**src/rtl/mem_if_pkg.sv**
```systemverilog
// Shared memory-interface definitions: line/beat geometry, data types and
// the cacheline adaptor state encoding.
package mem_if_pkg;

  localparam int S_LINE  = 256;
  localparam int S_BURST = 64;
  localparam int S_BEATS = S_LINE / S_BURST;

  typedef logic [S_LINE-1:0]  line_t;
  typedef logic [S_BURST-1:0] beat_t;

  typedef enum logic [1:0] {
    IDLE  = 2'b00,
    READ  = 2'b01,
    WRITE = 2'b10,
    DONE  = 2'b11
  } adaptor_state_e;

endpackage

```
**src/rtl/cacheline_adaptor.sv**
```systemverilog
// Cacheline adaptor: turns one line read/write request from the arbiter into
// a fixed-order burst of s_beats beats on the physical memory bus and answers
// with a single-cycle line_resp. One transaction in flight at a time.
// Beat 0 carries line bits [s_burst-1:0]; beats ascend from there.
module cacheline_adaptor
  import mem_if_pkg::*;
#(
  parameter int s_line  = S_LINE,
  parameter int s_burst = S_BURST,
  parameter int s_beats = s_line / s_burst
) (
  input  logic               clk,
  input  logic               rst,
  input  logic               line_read,
  input  logic               line_write,
  input  logic [31:0]        line_addr,
  input  logic [s_line-1:0]  line_wdata,
  output logic [s_line-1:0]  line_rdata,
  output logic               line_resp,
  output logic               burst_read,
  output logic               burst_write,
  output logic [31:0]        burst_addr,
  output logic [s_burst-1:0] burst_wdata,
  input  logic [s_burst-1:0] burst_rdata,
  input  logic               burst_resp
);

  localparam int cnt_w = $clog2(s_beats);
  localparam int off_w = $clog2(s_line / 8);
  localparam logic [cnt_w-1:0] last_beat = cnt_w'(s_beats - 1);

  adaptor_state_e      state_r;
  logic [cnt_w-1:0]    cnt_r;
  logic [cnt_w-1:0]    cnt_nxt_s;
  logic [s_line-1:0]   buffer_r;
  logic [31:0]         addr_r;
  logic [s_burst-1:0]  burst_wdata_r;
  logic                burst_read_r;
  logic                burst_write_r;
  logic                line_resp_r;

  // Byte offset within the line is dropped by alignment; kept only for lint.
  logic                unused_offset_s;
  assign unused_offset_s = ^line_addr[off_w-1:0];

  // Beat counter successor; wraps naturally at s_beats.
  always_comb begin
    cnt_nxt_s = cnt_r + 1'b1;
  end

  // Single FSM: accepts a request in IDLE, runs the burst, pulses line_resp.
  // All outputs are registers so nothing combinational reaches the ports.
  always_ff @(posedge clk) begin
    if (rst) begin
      state_r       <= IDLE;
      cnt_r         <= '0;
      buffer_r      <= '0;
      addr_r        <= 32'h0000_0000;
      burst_wdata_r <= '0;
      burst_read_r  <= 1'b0;
      burst_write_r <= 1'b0;
      line_resp_r   <= 1'b0;
    end else begin
      line_resp_r <= 1'b0;
      case (state_r)
        IDLE: begin
          if (line_write) begin
            // Write has priority when both requests are raised together.
            buffer_r      <= line_wdata;
            addr_r        <= {line_addr[31:off_w], {off_w{1'b0}}};
            cnt_r         <= '0;
            burst_wdata_r <= line_wdata[s_burst-1:0];
            burst_write_r <= 1'b1;
            state_r       <= WRITE;
          end else if (line_read) begin
            addr_r        <= {line_addr[31:off_w], {off_w{1'b0}}};
            cnt_r         <= '0;
            burst_wdata_r <= '0;
            burst_read_r  <= 1'b1;
            state_r       <= READ;
          end else begin
            state_r <= IDLE;
          end
        end
        READ: begin
          if (burst_resp) begin
            buffer_r[s_burst*cnt_r +: s_burst] <= burst_rdata;
            cnt_r <= cnt_nxt_s;
            if (cnt_r == last_beat) begin
              burst_read_r <= 1'b0;
              line_resp_r  <= 1'b1;
              state_r      <= DONE;
            end else begin
              state_r <= READ;
            end
          end else begin
            state_r <= READ;
          end
        end
        WRITE: begin
          if (burst_resp) begin
            cnt_r <= cnt_nxt_s;
            if (cnt_r == last_beat) begin
              burst_wdata_r <= '0;
              burst_write_r <= 1'b0;
              line_resp_r   <= 1'b1;
              state_r       <= DONE;
            end else begin
              // Present the next beat; it stays put across response gaps.
              burst_wdata_r <= buffer_r[s_burst*cnt_nxt_s +: s_burst];
              state_r       <= WRITE;
            end
          end else begin
            state_r <= WRITE;
          end
        end
        DONE: begin
          // Requests are not sampled here; a new one waits for IDLE.
          state_r <= IDLE;
        end
        default: begin
          burst_read_r  <= 1'b0;
          burst_write_r <= 1'b0;
          state_r       <= IDLE;
        end
      endcase
    end
  end

  assign line_rdata  = buffer_r;
  assign line_resp   = line_resp_r;
  assign burst_read  = burst_read_r;
  assign burst_write = burst_write_r;
  assign burst_addr  = addr_r;
  assign burst_wdata = burst_wdata_r;

endmodule

```
**config.mk**
```make
export PLATFORM = sky130hd
export DESIGN_NAME = cacheline_adaptor
export DESIGN_NICKNAME = d
export VERILOG_FILES = /design/src/rtl/mem_if_pkg.sv /design/src/rtl/cacheline_adaptor.sv
export SDC_FILE = /design/constraint.sdc
export NUM_CORES = 1
export LEC_CHECK = 0
export BUFFER_PORTS_ARGS = -buffer_cell sky130_fd_sc_hd__buf_2
export CORE_AREA = 2 2 279 281
export DETAILED_ROUTE_END_ITERATION = 8
export DIE_AREA = 0 0 281 283
export PLACE_DENSITY = 0.53
export SYNTH_ARGS = -nofsm -noshare
export SYNTH_HDL_FRONTEND = slang
export SYNTH_SLANG_ARGS = --single-unit
export TNS_END_PERCENT = 1
```
**constraint.sdc**
```tcl
create_clock -name clk -period 5.4 [get_ports clk]
set_input_delay 0.54 -clock clk [delete_from_list [all_inputs] [get_ports clk]]
set_output_delay 0.54 -clock clk [all_outputs]
set_load 0.01 [all_outputs]
```
==> summary.txt <==
STA
  – Tcrit/Tclk final: 0.694
  – Final Max Tran Viols: 0
  – RSZ-0062 raised after global routing: false
  – Slew margin rel.: 0.193
  – Final Hold Viols: 0
  – Worst-Margin Slew: 1.21 ns
  – Setup TNS: 0 ns
  – Final min period: 3.75 ns
  – Worst-case clock skew: 0.0184 ns
  – Min Hold Slack: 0.204 ns
  – Finish-stage setup viols: 0
  – Fmax achieved: 267 MHz

Power
  – PwrDens: 488 nW/um2
  – Worst vdd ir: 214 uV
  – P_leak: 10.1 nW

Clock tree
  – Hold buffers post-CTS: 0
  – Worst-path clk slew: 0.06 ns
  – Clk buf depth: 3
  – Clk Latency, worst-skew pair: 0.58 ns
  – Number of CTS-inserted buffers: 44
  – H-tree Lvls: 2
  – CTS Sinks: 354
  – Root Driver: clkbuf_16
  – Setup bufs post-CTS: 0
  – Post-CTS Resized: 0
  – CTS tree: done

Setup path
  – Reg2Reg Capture Point: line_rdata[225]
  – Crit-path max cell delay: 0.99 ns
  – Crit path launch type: register
  – Crit path to: line_rdata[225]
  – Reg2reg setup slack: 1.65 ns
  – Slowest cell on crit path: nor2b_4
  – Reg2reg start: cnt_r[0]
  – CP Max Fanout: 73
  – Worst path required time: 5.88 ns
  – CP cell instances: buf_4, ha_1, nor2b_4, buf_4, nand4_1, a311oi_2
  – Critical path capture point type: register
  – WP data arrival: 4.23 ns
  – FF-to-FF path depth: 6
  – Most used cell, CP: buf_4
  – Type of the worst setup path: register to register
  – Crit path from: cnt_r[0]

Run
  – Max-Cap Viols: 0

Global route
  – First-pass GRT wire length: 154000 um
  – Total GRT Usage: 0.256
  – GRT overflow: 0
  – Pin count of the biggest net entering global routing: 125
  – Vias in the first global route: 21867
  – Initial antenna violation count: 21

Final layout
  – Finished Cell Area: 25800 um2
  – Nets@finish: 3123
  – Most common cell after layout, fill and taps aside: buf_2
  – Commonest cells after routing, fill and taps aside: 699 x buf_2, 370 x nand2_1, 353 x dfxtp_1
  – # fillers: 8219
  – Layout Area Growth over Synthesis: 25.6%
  – Share of cells above drive strength 1: 0.409
  – Final Util: 0.336

Synth
  – Sequential share of the synthesized area: 0.345
  – Synthesized area per cell: 9.03 um2
  – Synthesis warning total: 0
  – Ys async rst share: 0
  – Flops & latches, synth: 354
  – Post-synthesis cell count: 2272
  – Mapped Area: 20500 um2
  – Post-synth EDFFs: 0
  – Synth unique cells: 47
  – Ys flop type: dfxtp_1

Route
  – ANT nets after route: 0
  – Vias per inst: 5.77
  – Post-DR wirelength/cell: 27.8 um
  – DRT Pass-1 Iters: 5
  – Final wirelength: 107000 um
  – DR iter-0 viols: 1724
  – Drt drc: 0
  – DR vias: 22163

Place
  – Final HPWL DP: 67900 um
  – Number of I/O port buffers: 701
  – Routability cong.: 0.813
  – Area after DPL: 24300 um2

Floorplan
  – IO Count: 712
  – Initial Util: 0.268
  – Num rows: 102
  – Die Ht: 283 um
  – Die Width: 281 um
  – Core ar.: 76700 um2
  – Total die area: 79500 um2

Hold path
  – Hold crit path type: input port to register

Status
  – Outcome: finished, final reports clean
## worst max-delay path, delay by kind of cell, from the launching register on
kind,cells,cell delay [ns]
buf+inv,2,1.33
simple gates,2,1.18
fa+ha+maj,1,0.45
flops,1,0.35
compound gates,1,0.29
## per-stage QoR
step | power [mW] | instances | setup slack, ns
after floorplan | 7.41 | 2276 | 3.13
after CTS | 12.6 | 3830 | 1.74
after global routing | 13.1 | 3835 | 1.55
after detailed placement | 9.50 | 3751 | 1.77
final | 12.6 | 3841 | 1.65
after global placement | 9.45 | 3751 | 1.82
## per-layer routing
| layer | vias up | GRT usage | wire, um |
|---|---|---|---|
| li1 | 9665 | - | - |
| met1 | 11021 | 0.315 | 42500 |
| met4 | 14 | 0.119 | 4760 |
| met5 | - | 0 | 93 |
| met3 | 283 | 0.0592 | 9290 |
| met2 | 1180 | 0.420 | 50200 |
## worst min path at each step
stage                  startpoint        endpoint  slack, ns  cells after the start
floorplan                cnt_r[1]        cnt_r[1]       0.48                      2
global placement    burst_addr[6]   burst_addr[6]       0.44                      2
detailed placement  burst_addr[6]   burst_addr[6]       0.44                      2
CTS                 line_addr[14]  burst_addr[14]       0.15                      3
global route         line_addr[8]   burst_addr[8]       0.17                      3
finish              line_addr[28]  burst_addr[28]       0.20                      3
## logic make-up after synthesis
group | after synthesis | share of synthesized area
buf+inv | 313 | 0.0824
other cells | 1 | 0.000183
mux | 130 | 0.0676
compound gates | 819 | 0.354
fa+ha+maj | 9 | 0.00549
simple gates | 646 | 0.145
flops | 354 | 0.345
## final cells by class
cell class / instances / area (um2) / area share
multi-input cells: 1609 / 11900 / 0.462
diodes: 11 / 27.5 / 0.00107
repair buffers: 742 / 3970 / 0.154
flip-flops and latches: 354 / 7090 / 0.275
clock inverters: 9 / 80.1 / 0.00311
well taps: 1040 / 1300 / 0.0505
clock buffers: 70 / 1370 / 0.0532
inverters: 6 / 32.5 / 0.00126
## power breakdown
part           switching, mW  internal [mW]
clock network           1.28           1.78
registers              0.517           3.27
logic                   3.66           2.08
total                   5.45           7.12
## registers in the layout (all words and copies together) (netlist names)
signal       flops
state_r          2
cnt_r            2
line_rdata     256
burst_read       1
burst_wdata     64
line_resp        1
burst_write      1
burst_addr      27
## synth_stat cells (all sizes together) (2+ instances only)
library cell | number | area [um2]
and2 | 5 | 31.3
or4 | 2 | 15.0
nand3 | 122 | 611
mux2 | 66 | 747
a311oi | 313 | 4200
nand4 | 129 | 807
and4b | 2 | 20.0
nand2 | 370 | 1390
ha | 9 | 113
o31ai | 2 | 15.0
inv | 5 | 18.8
mux2i | 64 | 641
nor3b | 2 | 20.0
buf | 185 | 1210
clkbuf | 122 | 458
a32oi | 7 | 61.3
a21oi | 352 | 1770
a21bo | 4 | 40.0
a21boi | 63 | 473
nand2b | 2 | 12.5
dfxtp | 354 | 7090
o22a | 63 | 552
a211oi | 8 | 95.1
nor2b | 5 | 31.3
nor2 | 2 | 7.51
No activity file was read; power rests on OpenSTA's default activity.
